**src/rtl/uart_pkg.sv**
```systemverilog
// Types and constants shared by the UART receiver, transmitter and RX buffer.
// Holds the byte type and the level/ack handshake state encoding.
package uart_pkg;

    localparam int unsigned UART_DBITS = 8;

    typedef logic [UART_DBITS-1:0] uart_byte_t;

    typedef enum logic [1:0] {
        IDLE     = 2'd0,
        ACK      = 2'd1,
        WAIT_LOW = 2'd2
    } uart_hs_state_e;

endpackage

```
**src/rtl/sync_fifo.sv**
```systemverilog
// Single-clock first-word-fall-through FIFO with an explicit fill counter.
// Pushes while full are accepted only when a pop happens in the same cycle.
module sync_fifo #(
    parameter int unsigned DBITS      = 8,
    parameter int unsigned DEPTH_LOG2 = 4
) (
    input  logic                  clk,
    input  logic                  rst_n,
    input  logic                  push,
    input  logic                  pop,
    input  logic [DBITS-1:0]      wdata,
    output logic [DBITS-1:0]      rdata,
    output logic                  full,
    output logic                  empty,
    output logic [DEPTH_LOG2:0]   level
);

    localparam int unsigned DEPTH = 1 << DEPTH_LOG2;
    localparam logic [DEPTH_LOG2:0] FULL_LEVEL = (DEPTH_LOG2 + 1)'(DEPTH);

    logic [DBITS-1:0]      mem_q [DEPTH];
    logic [DEPTH_LOG2-1:0] wr_ptr_q, wr_ptr_d;
    logic [DEPTH_LOG2-1:0] rd_ptr_q, rd_ptr_d;
    logic [DEPTH_LOG2:0]   level_q, level_d;
    logic                  push_en, pop_en;

    always_comb begin
        empty   = (level_q == '0);
        full    = (level_q == FULL_LEVEL);
        pop_en  = pop && !empty;
        push_en = push && (!full || pop_en);

        wr_ptr_d = wr_ptr_q;
        rd_ptr_d = rd_ptr_q;
        level_d  = level_q;
        if (push_en) wr_ptr_d = wr_ptr_q + DEPTH_LOG2'(1);
        if (pop_en)  rd_ptr_d = rd_ptr_q + DEPTH_LOG2'(1);
        case ({push_en, pop_en})
            2'b10:   level_d = level_q + (DEPTH_LOG2 + 1)'(1);
            2'b01:   level_d = level_q - (DEPTH_LOG2 + 1)'(1);
            default: level_d = level_q;
        endcase

        // Head is forced to zero while empty so the port reads 0 out of reset.
        rdata = empty ? '0 : mem_q[rd_ptr_q];
        level = level_q;
    end

    always_ff @(posedge clk or negedge rst_n) begin
        if (!rst_n) begin
            wr_ptr_q <= '0;
            rd_ptr_q <= '0;
            level_q  <= '0;
        end else begin
            wr_ptr_q <= wr_ptr_d;
            rd_ptr_q <= rd_ptr_d;
            level_q  <= level_d;
        end
    end

    always_ff @(posedge clk) begin
        if (push_en) mem_q[wr_ptr_q] <= wdata;
    end

endmodule

```
**src/rtl/uart_rx_fifo.sv**
```systemverilog
// Receive-side byte buffer: takes bytes from the UART receiver's level/ack
// handshake, queues them, and offers them to the soc with a sticky overflow flag.
module uart_rx_fifo
    import uart_pkg::*;
#(
    parameter int unsigned DBITS      = UART_DBITS,
    parameter int unsigned DEPTH_LOG2 = 4
) (
    input  logic                  clk,
    input  logic                  sync_rstn,
    input  logic [DBITS-1:0]      in_data,
    input  logic                  in_ready,
    output logic                  in_ack,
    output logic [DBITS-1:0]      out_data,
    output logic                  out_ready,
    input  logic                  out_ack,
    output logic [DEPTH_LOG2:0]   level,
    output logic                  overflow,
    input  logic                  clear_ovf
);

    uart_hs_state_e state_q, state_d;
    logic           overflow_q, overflow_d;
    logic           capture, push, drop, pop_fire, push_ok;
    logic           fifo_full, fifo_empty;

    always_comb begin
        state_d = state_q;
        in_ack  = 1'b0;
        capture = 1'b0;
        case (state_q)
            IDLE: begin
                if (in_ready) begin
                    capture = 1'b1;
                    state_d = ACK;
                end
            end
            ACK: begin
                in_ack  = 1'b1;
                state_d = WAIT_LOW;
            end
            WAIT_LOW: begin
                if (!in_ready) state_d = IDLE;
            end
            default: state_d = IDLE;
        endcase
    end

    // A capture is always acknowledged; when full with no pop the byte is dropped.
    always_comb begin
        pop_fire   = out_ack && !fifo_empty;
        push_ok    = !fifo_full || pop_fire;
        push       = capture && push_ok;
        drop       = capture && !push_ok;
        overflow_d = overflow_q;
        if (drop)           overflow_d = 1'b1;
        else if (clear_ovf) overflow_d = 1'b0;
        out_ready  = !fifo_empty;
        overflow   = overflow_q;
    end

    always_ff @(posedge clk or negedge sync_rstn) begin
        if (!sync_rstn) begin
            state_q    <= IDLE;
            overflow_q <= 1'b0;
        end else begin
            state_q    <= state_d;
            overflow_q <= overflow_d;
        end
    end

    sync_fifo #(
        .DBITS      (DBITS),
        .DEPTH_LOG2 (DEPTH_LOG2)
    ) u_fifo (
        .clk   (clk),
        .rst_n (sync_rstn),
        .push  (push),
        .pop   (out_ack),
        .wdata (in_data),
        .rdata (out_data),
        .full  (fifo_full),
        .empty (fifo_empty),
        .level (level)
    );

endmodule

```
**config.mk**
```make
export PLATFORM = sky130hd
export DESIGN_NAME = uart_rx_fifo
export DESIGN_NICKNAME = d
export VERILOG_FILES = /design/src/rtl/uart_pkg.sv /design/src/rtl/sync_fifo.sv /design/src/rtl/uart_rx_fifo.sv
export SDC_FILE = /design/constraint.sdc
export NUM_CORES = 1
export LEC_CHECK = 0
export CAP_MARGIN = 20
export CORE_UTILIZATION = 54
export DETAILED_ROUTE_END_ITERATION = 10
export PLACE_DENSITY = 0.79
export SLEW_MARGIN = 0
export SYNTH_ARGS = -nofsm -noshare
export SYNTH_HDL_FRONTEND = slang
export SYNTH_SLANG_ARGS = --single-unit
```
**constraint.sdc**
```tcl
create_clock -name clk -period 2.38 [get_ports clk]
set_input_delay 0.714 -clock clk [delete_from_list [all_inputs] [get_ports clk]]
set_output_delay 0.714 -clock clk [all_outputs]
set_load 0.02 [all_outputs]
```
==> flow_metrics.env <==
export IMPL_ant_nets=0
export IMPL_synthFlopType="edfxtp_1"
export IMPL_failed_checks="negative setup slack"
export IMPL_vias_per_cell=5.97
export IMPL_status="finished with violations"
export IMPL_critPathLaunchType="flop"
export IMPL_die_area_um2=11300
export IMPL_synthesis_area_um2=5880
export IMPL_r2r_setup_slack_ps=30
export IMPL_r2r_start="state_q[1]"
export IMPL_cts_tree="done"
export IMPL_dr_pass1_iters=4
export IMPL_row_count=37
export IMPL_clkLatencyLatePin_ps=520
export IMPL_r2r_end="u_fifo.mem_q[0][3]"
export IMPL_finalCoreUtilization=0.730
export IMPL_slew_headroom=0.540
export IMPL_ctsRootBufferMaster="clkbuf_8"
export IMPL_grt_use_met2=0.430
export IMPL_met1_usage=0.318
export IMPL_fin_worst_skew_ps=9.99
export IMPL_gr_usage_met3=0.0650
export IMPL_maxCapViolCount=0
export IMPL_first_iter_violations=234
export IMPL_antennaDiodeCount=0
export IMPL_fmax_mhz=334
export IMPL_powerDensity_nw_per_um2=1280
export IMPL_htreeDepth=4
export IMPL_io_buffers=28
export IMPL_area_growth_pct=29.4
export IMPL_min_period_ps=2990
export IMPL_start_util=0.564
export IMPL_yosysMostFrequentCell="edfxtp_1"
export IMPL_cts_num_sinks=144
export IMPL_ir_drop_uv=936
export IMPL_path_class="flop to primary output"
export IMPL_tightest_slew_ps=683
export IMPL_vias=3214
export IMPL_synth_nets=319
export IMPL_p_leak_nw=2.71
export IMPL_core_area_um2=10400
export IMPL_drc=0
export IMPL_cts_buffers=17
export IMPL_clk_path_buf_depth=2
export IMPL_layout_nets=410
export IMPL_synth_area_leader_cell="edfxtp_1"
export IMPL_synth_top_area_share=0.654
export IMPL_grt_pass1_vias=3468
export IMPL_wl_um=13200
export IMPL_worstRegToRegCells=6
export IMPL_slew_viol_final=0
export IMPL_syn_area_per_cell_um2=19.7
export IMPL_fin_ws_ps=-610
export IMPL_finalSetupViolCount=9
export IMPL_yosys_warnings=0
export IMPL_timing_hold_violations_final=0
export IMPL_dp_slack_ps=-672
export IMPL_rsz0062_at_grt="true"
export IMPL_arrival_ps=2280
export IMPL_grt_usage=0.256
export IMPL_die_w_um=106
export IMPL_hold_path_class="input pin to asynchronous set/reset pin"
export IMPL_netlist_instances=298
export IMPL_dpl_hpwl_um=7630
export IMPL_clk_pin_slew_ps=60
export IMPL_drive_gt1_frac=0.410
export IMPL_grt_pass1_wl_um=20100
export IMPL_min_period_over_period=1.26
export IMPL_antenna_found_initial=0
export IMPL_synthDistinctLibCells=40
export IMPL_end_kind="primary output"
export IMPL_grt_max_degree=18
export IMPL_async_reset_ff_frac=0.111
export IMPL_ys_seq_elements=144
export IMPL_busiest_layer="met2"
export IMPL_die_h_um=106
export IMPL_wl_per_cell_um=24.6
export IMPL_cp_data_required_time_ps=1670
export IMPL_overflow=0
export IMPL_synthTopCellsByCount="128 x edfxtp_1, 32 x mux4_2, 16 x dfrtp_1, 16 x mux2i_1, 10 x inv_1"
export IMPL_seq_area_frac_synth=0.722
export IMPL_finalWeightedCongestion=0.783
export IMPL_synth_edf_count=128
export IMPL_ioPinCount=29
export IMPL_critical_path_peak_fanout=9
export IMPL_synth_area_leaders="edfxtp_1 65%, mux4_2 12%, dfrtp_1 6.8%, mux2i_1 2.7%, ha_1 1.7%"
## area by class of cell
cell class              count  area (um^2)
clock buffers              17          414
flip-flops and latches    144         4250
fillers                   592         2820
inverters                  11         43.8
clock inverters            15          145
multi-input cells         129         1680
well taps                 136          170
repair buffers             86          906
## critical path, cell delays in order, from the launching register on
cell and delay [ps]:
dfrtp_2 440, buf_4 140, buf_12 140, mux4_2 560, mux2i_4 190, o22ai_2 110
buf_4 170
## metrics by stage
step | TNS (ps) | power, mW | cell area (um^2) | hold slack, ps | cells
2_1_floorplan | -9790 | 5.26 | 5890 | 418 | 298
3_3_place_gp | -61930 | 6.59 | 6800 | 519 | 499
3_5_place_dp | -72520 | 6.70 | 6800 | 557 | 499
4_1_cts | -4680 | 9.59 | 7550 | 488 | 539
5_1_grt | -5190 | 10.1 | 7600 | 515 | 538
6_report | -4540 | 9.70 | 7600 | 505 | 538
## metal layers
layer	vias up	wire length (um)
met1	1686	5130
met2	117	7080
met3	27	648
met4	0	364
li1	1384	-
met5	-	0
## flip-flops by register name, indices dropped and copies added, names as in the netlist
name and cells:
u_fifo.mem_q 128, u_fifo.level 5, u_fifo.rd_ptr_q 4, u_fifo.wr_ptr_q 4, state_q 2, overflow 1
## logic make-up (layout without fill, tap and decap cells)
kind of cell | count (synthesis) | in the layout | share of synthesized area
compound gates | 20 | 20 | 0.0239
xor+xnor | 13 | 13 | 0.0194
fa+ha+maj | 8 | 8 | 0.0170
buf+inv | 25 | 129 | 0.0198
flops | 144 | 144 | 0.722
mux | 50 | 50 | 0.154
simple gates | 38 | 38 | 0.0439
## worst max-delay path by stage
stage	start	end	slack, ps	cells past startpoint
final	u_fifo.rd_ptr_q[0]	out_data[6]	-610	6
after global routing	u_fifo.rd_ptr_q[0]	out_data[6]	-680	6
after CTS	u_fifo.rd_ptr_q[0]	out_data[3]	-610	6
after detailed placement	in_ready	u_fifo.level[3]	-670	10
after global placement	in_ready	u_fifo.level[4]	-570	11
after floorplan	in_ready	u_fifo.mem_q[3][0]	-290	4
## cell usage in the layout, fill, tap and decap left out, types with 5 or more instances in the layout
cell,count
buf_4,47
and2_1,8
dfrtp_1,15
mux4_2,32
inv_1,10
inv_6,7
edfxtp_1,128
clkbuf_16,16
nor2_1,5
ha_1,5
xnor2_1,7
dlygate4sd2_1,6
clkdlybuf4s50_1,12
o22ai_2,6
buf_12,14
xor2_1,5
mux2i_1,6
mux2i_2,6
## what timing repair did
item / CTS / global route
hold buffers: 0 / 0
setup endpoints to repair: 56 / 13
buffers inserted: 8 / 1
resized for setup: 73 / 14
pin swaps: 11 / 9
gates cloned: 2 / 0
## power by group
part	switching, mW	internal [mW]	leakage (nW)	total, mW
logic	1.89	2.07	1.09	3.96
clock network	1.08	1.41	0.274	2.49
registers	0.215	3.03	1.35	3.25
total	3.18	6.52	2.71	9.70
Note: power is estimated with default switching activity, not from simulation.
==> RTL change, RTL diff (config.mk and constraints unchanged) <==
Make the reset (`rst_n` and `sync_rstn`) synchronous in 2 clocked blocks.
--- a/src/rtl/sync_fifo.sv
+++ b/src/rtl/sync_fifo.sv
@@ -47,5 +47,5 @@
     end
 
-    always_ff @(posedge clk or negedge rst_n) begin
+    always_ff @(posedge clk) begin
         if (!rst_n) begin
             wr_ptr_q <= '0;
--- a/src/rtl/uart_rx_fifo.sv
+++ b/src/rtl/uart_rx_fifo.sv
@@ -60,5 +60,5 @@
     end
 
-    always_ff @(posedge clk or negedge sync_rstn) begin
+    always_ff @(posedge clk) begin
         if (!sync_rstn) begin
             state_q    <= IDLE;
Behaviour: differs if sync_rstn is asserted again (counterexample within 4 cycles, from zero or initial values and one cycle with sync_rstn low); with sync_rstn held inactive, the same outputs for 10 cycles.
==> RTL change against the original RTL <==
Area after synthesis increased by 3.1%; wire length increased by 3.1%; design area increased by 3.7%; clock power increased by 2%; via count increased by 8.6%; the run still ends with setup timing left; combinational power decreased by 24%; total power decreased by 12%; count of clock-buffer cells in the layout increased by 2; setup slack improved by 0.10 ns; sequential cell count increased by 4.
==> RTL change: results (changes against the original RTL) <==
metric,value,unit,change
seq_area_frac_synth,0.701,,-0.0215
violations,setup timing,,
setup_viol,11,,+2
fin_skew,0.0101,ns,+0.0000580 ns
post_dp_cell_area,6990,sq um,+2.8%
cp_max_fo,5,,-4
async_reset_ff_frac,0,,-0.111
rr_startpoint,u_fifo.level[0],,
synth_area_leaders,"edfxtp_1 (63%), mux4_2 (12%), dfxtp_1 (6.6%)",,
grt_pass1_wl,21.0,mm,+4.4%
hp-class,reg -> reg,,
slew_headroom,0.536,,-0.00429
status,"finished, violations left",,
final_nets,452,,+10%
gp_congestion,0.829,,+5.9%
reg2regPathDepth,11,,+5
vias,3490,,+8.6%
ir_drop,681,uV,-27%
drt_iter0_drc,253,,+8.1%
fin_hold_ws,0.588,ns,+0.0837 ns
dr.pass1.iters,5,,+1
wl,13.6,mm,+3.1%
initial_core_util,0.556,,-0.00789
setup_slack,-0.507,ns,+0.103 ns
drive_gt1_frac,0.419,,+0.00847
syn_inst,341,,+14%
vias_per_cell,5.98,,about the same
synthesis.nets,362,,+13%
## RTL change: worst max path at each step
stage,slack [ns],end,startpoint,cells after the start
floorplan,-0.50,u_fifo.level[2],u_fifo.level[2],13
detailed placement,-0.60,u_fifo.level[2],in_ready,10
global placement,-0.58,u_fifo.level[2],in_ready,10
global route,-0.58,out_data[7],flip-flop,6
CTS,-0.55,out_data[1],flip-flop,7
finish,-0.51,out_data[7],flip-flop,6
## RTL change: through the flow
stage	worst slack, ns	setup TNS (ns)
5_1_grt	-0.579	-5.16
3_5_place_dp	-0.604	-52.24
2_1_floorplan	-0.503	-8.70
4_1_cts	-0.550	-4.69
6_report	-0.507	-4.35
3_3_place_gp	-0.576	-46.90
## RTL change: layer usage
| layer | up-vias | share of wire | wire (um) | track usage |
|---|---|---|---|---|
| met1 | 1782 | 0.41 | 5590 | 0.331 |
| met2 | 148 | 0.51 | 7010 | 0.429 |
| met5 | - | 0 | 0 | 0 |
| met4 | 0 | 0.018 | 249 | 0.0959 |
| met3 | 20 | 0.057 | 783 | 0.0617 |
| li1 | 1540 | - | - | - |
## RTL change: kinds of logic after synthesis
kind of cell / synth area share
compound gates: 0.0442
fa+ha+maj: 0.0165
simple gates: 0.0612
xor+xnor: 0.0101
buf+inv: 0.0248
flops: 0.701
mux: 0.142
## RTL change: layout make-up
class                           instances  area [sq um]
Sequential cell                       148          4260
Fill cell                             629          3010
Multi-Input combinational cell        159          1930
Timing Repair Buffer                   94           912
Clock buffer                           19           422
Tap cell                              140           175
Clock inverter                         13           140
Inverter                               11          43.8
## RTL change: repair_timing
action | 4_1_cts | 5_1_grt
buffers inserted | 10 | 5
hold endpoints to repair | 0 | 0
resized for setup | 82 | 24
cloned | 1 | 0
setup endpoints to repair | 20 | 47
pin swaps | 13 | 18
hold buffers | 0 | 0
## RTL change: power breakdown
part	switching, mW	internal (mW)
sequential	0.0744	2.95
clock	0.979	1.57
combinational	1.46	1.53
total	2.51	6.05
## RTL change: worst min-delay path, cell delays in order, from the launching register on
cell and delay [ns]:
dfxtp_1 0.33, mux2i_1 0.15, nor2b_1 0.06
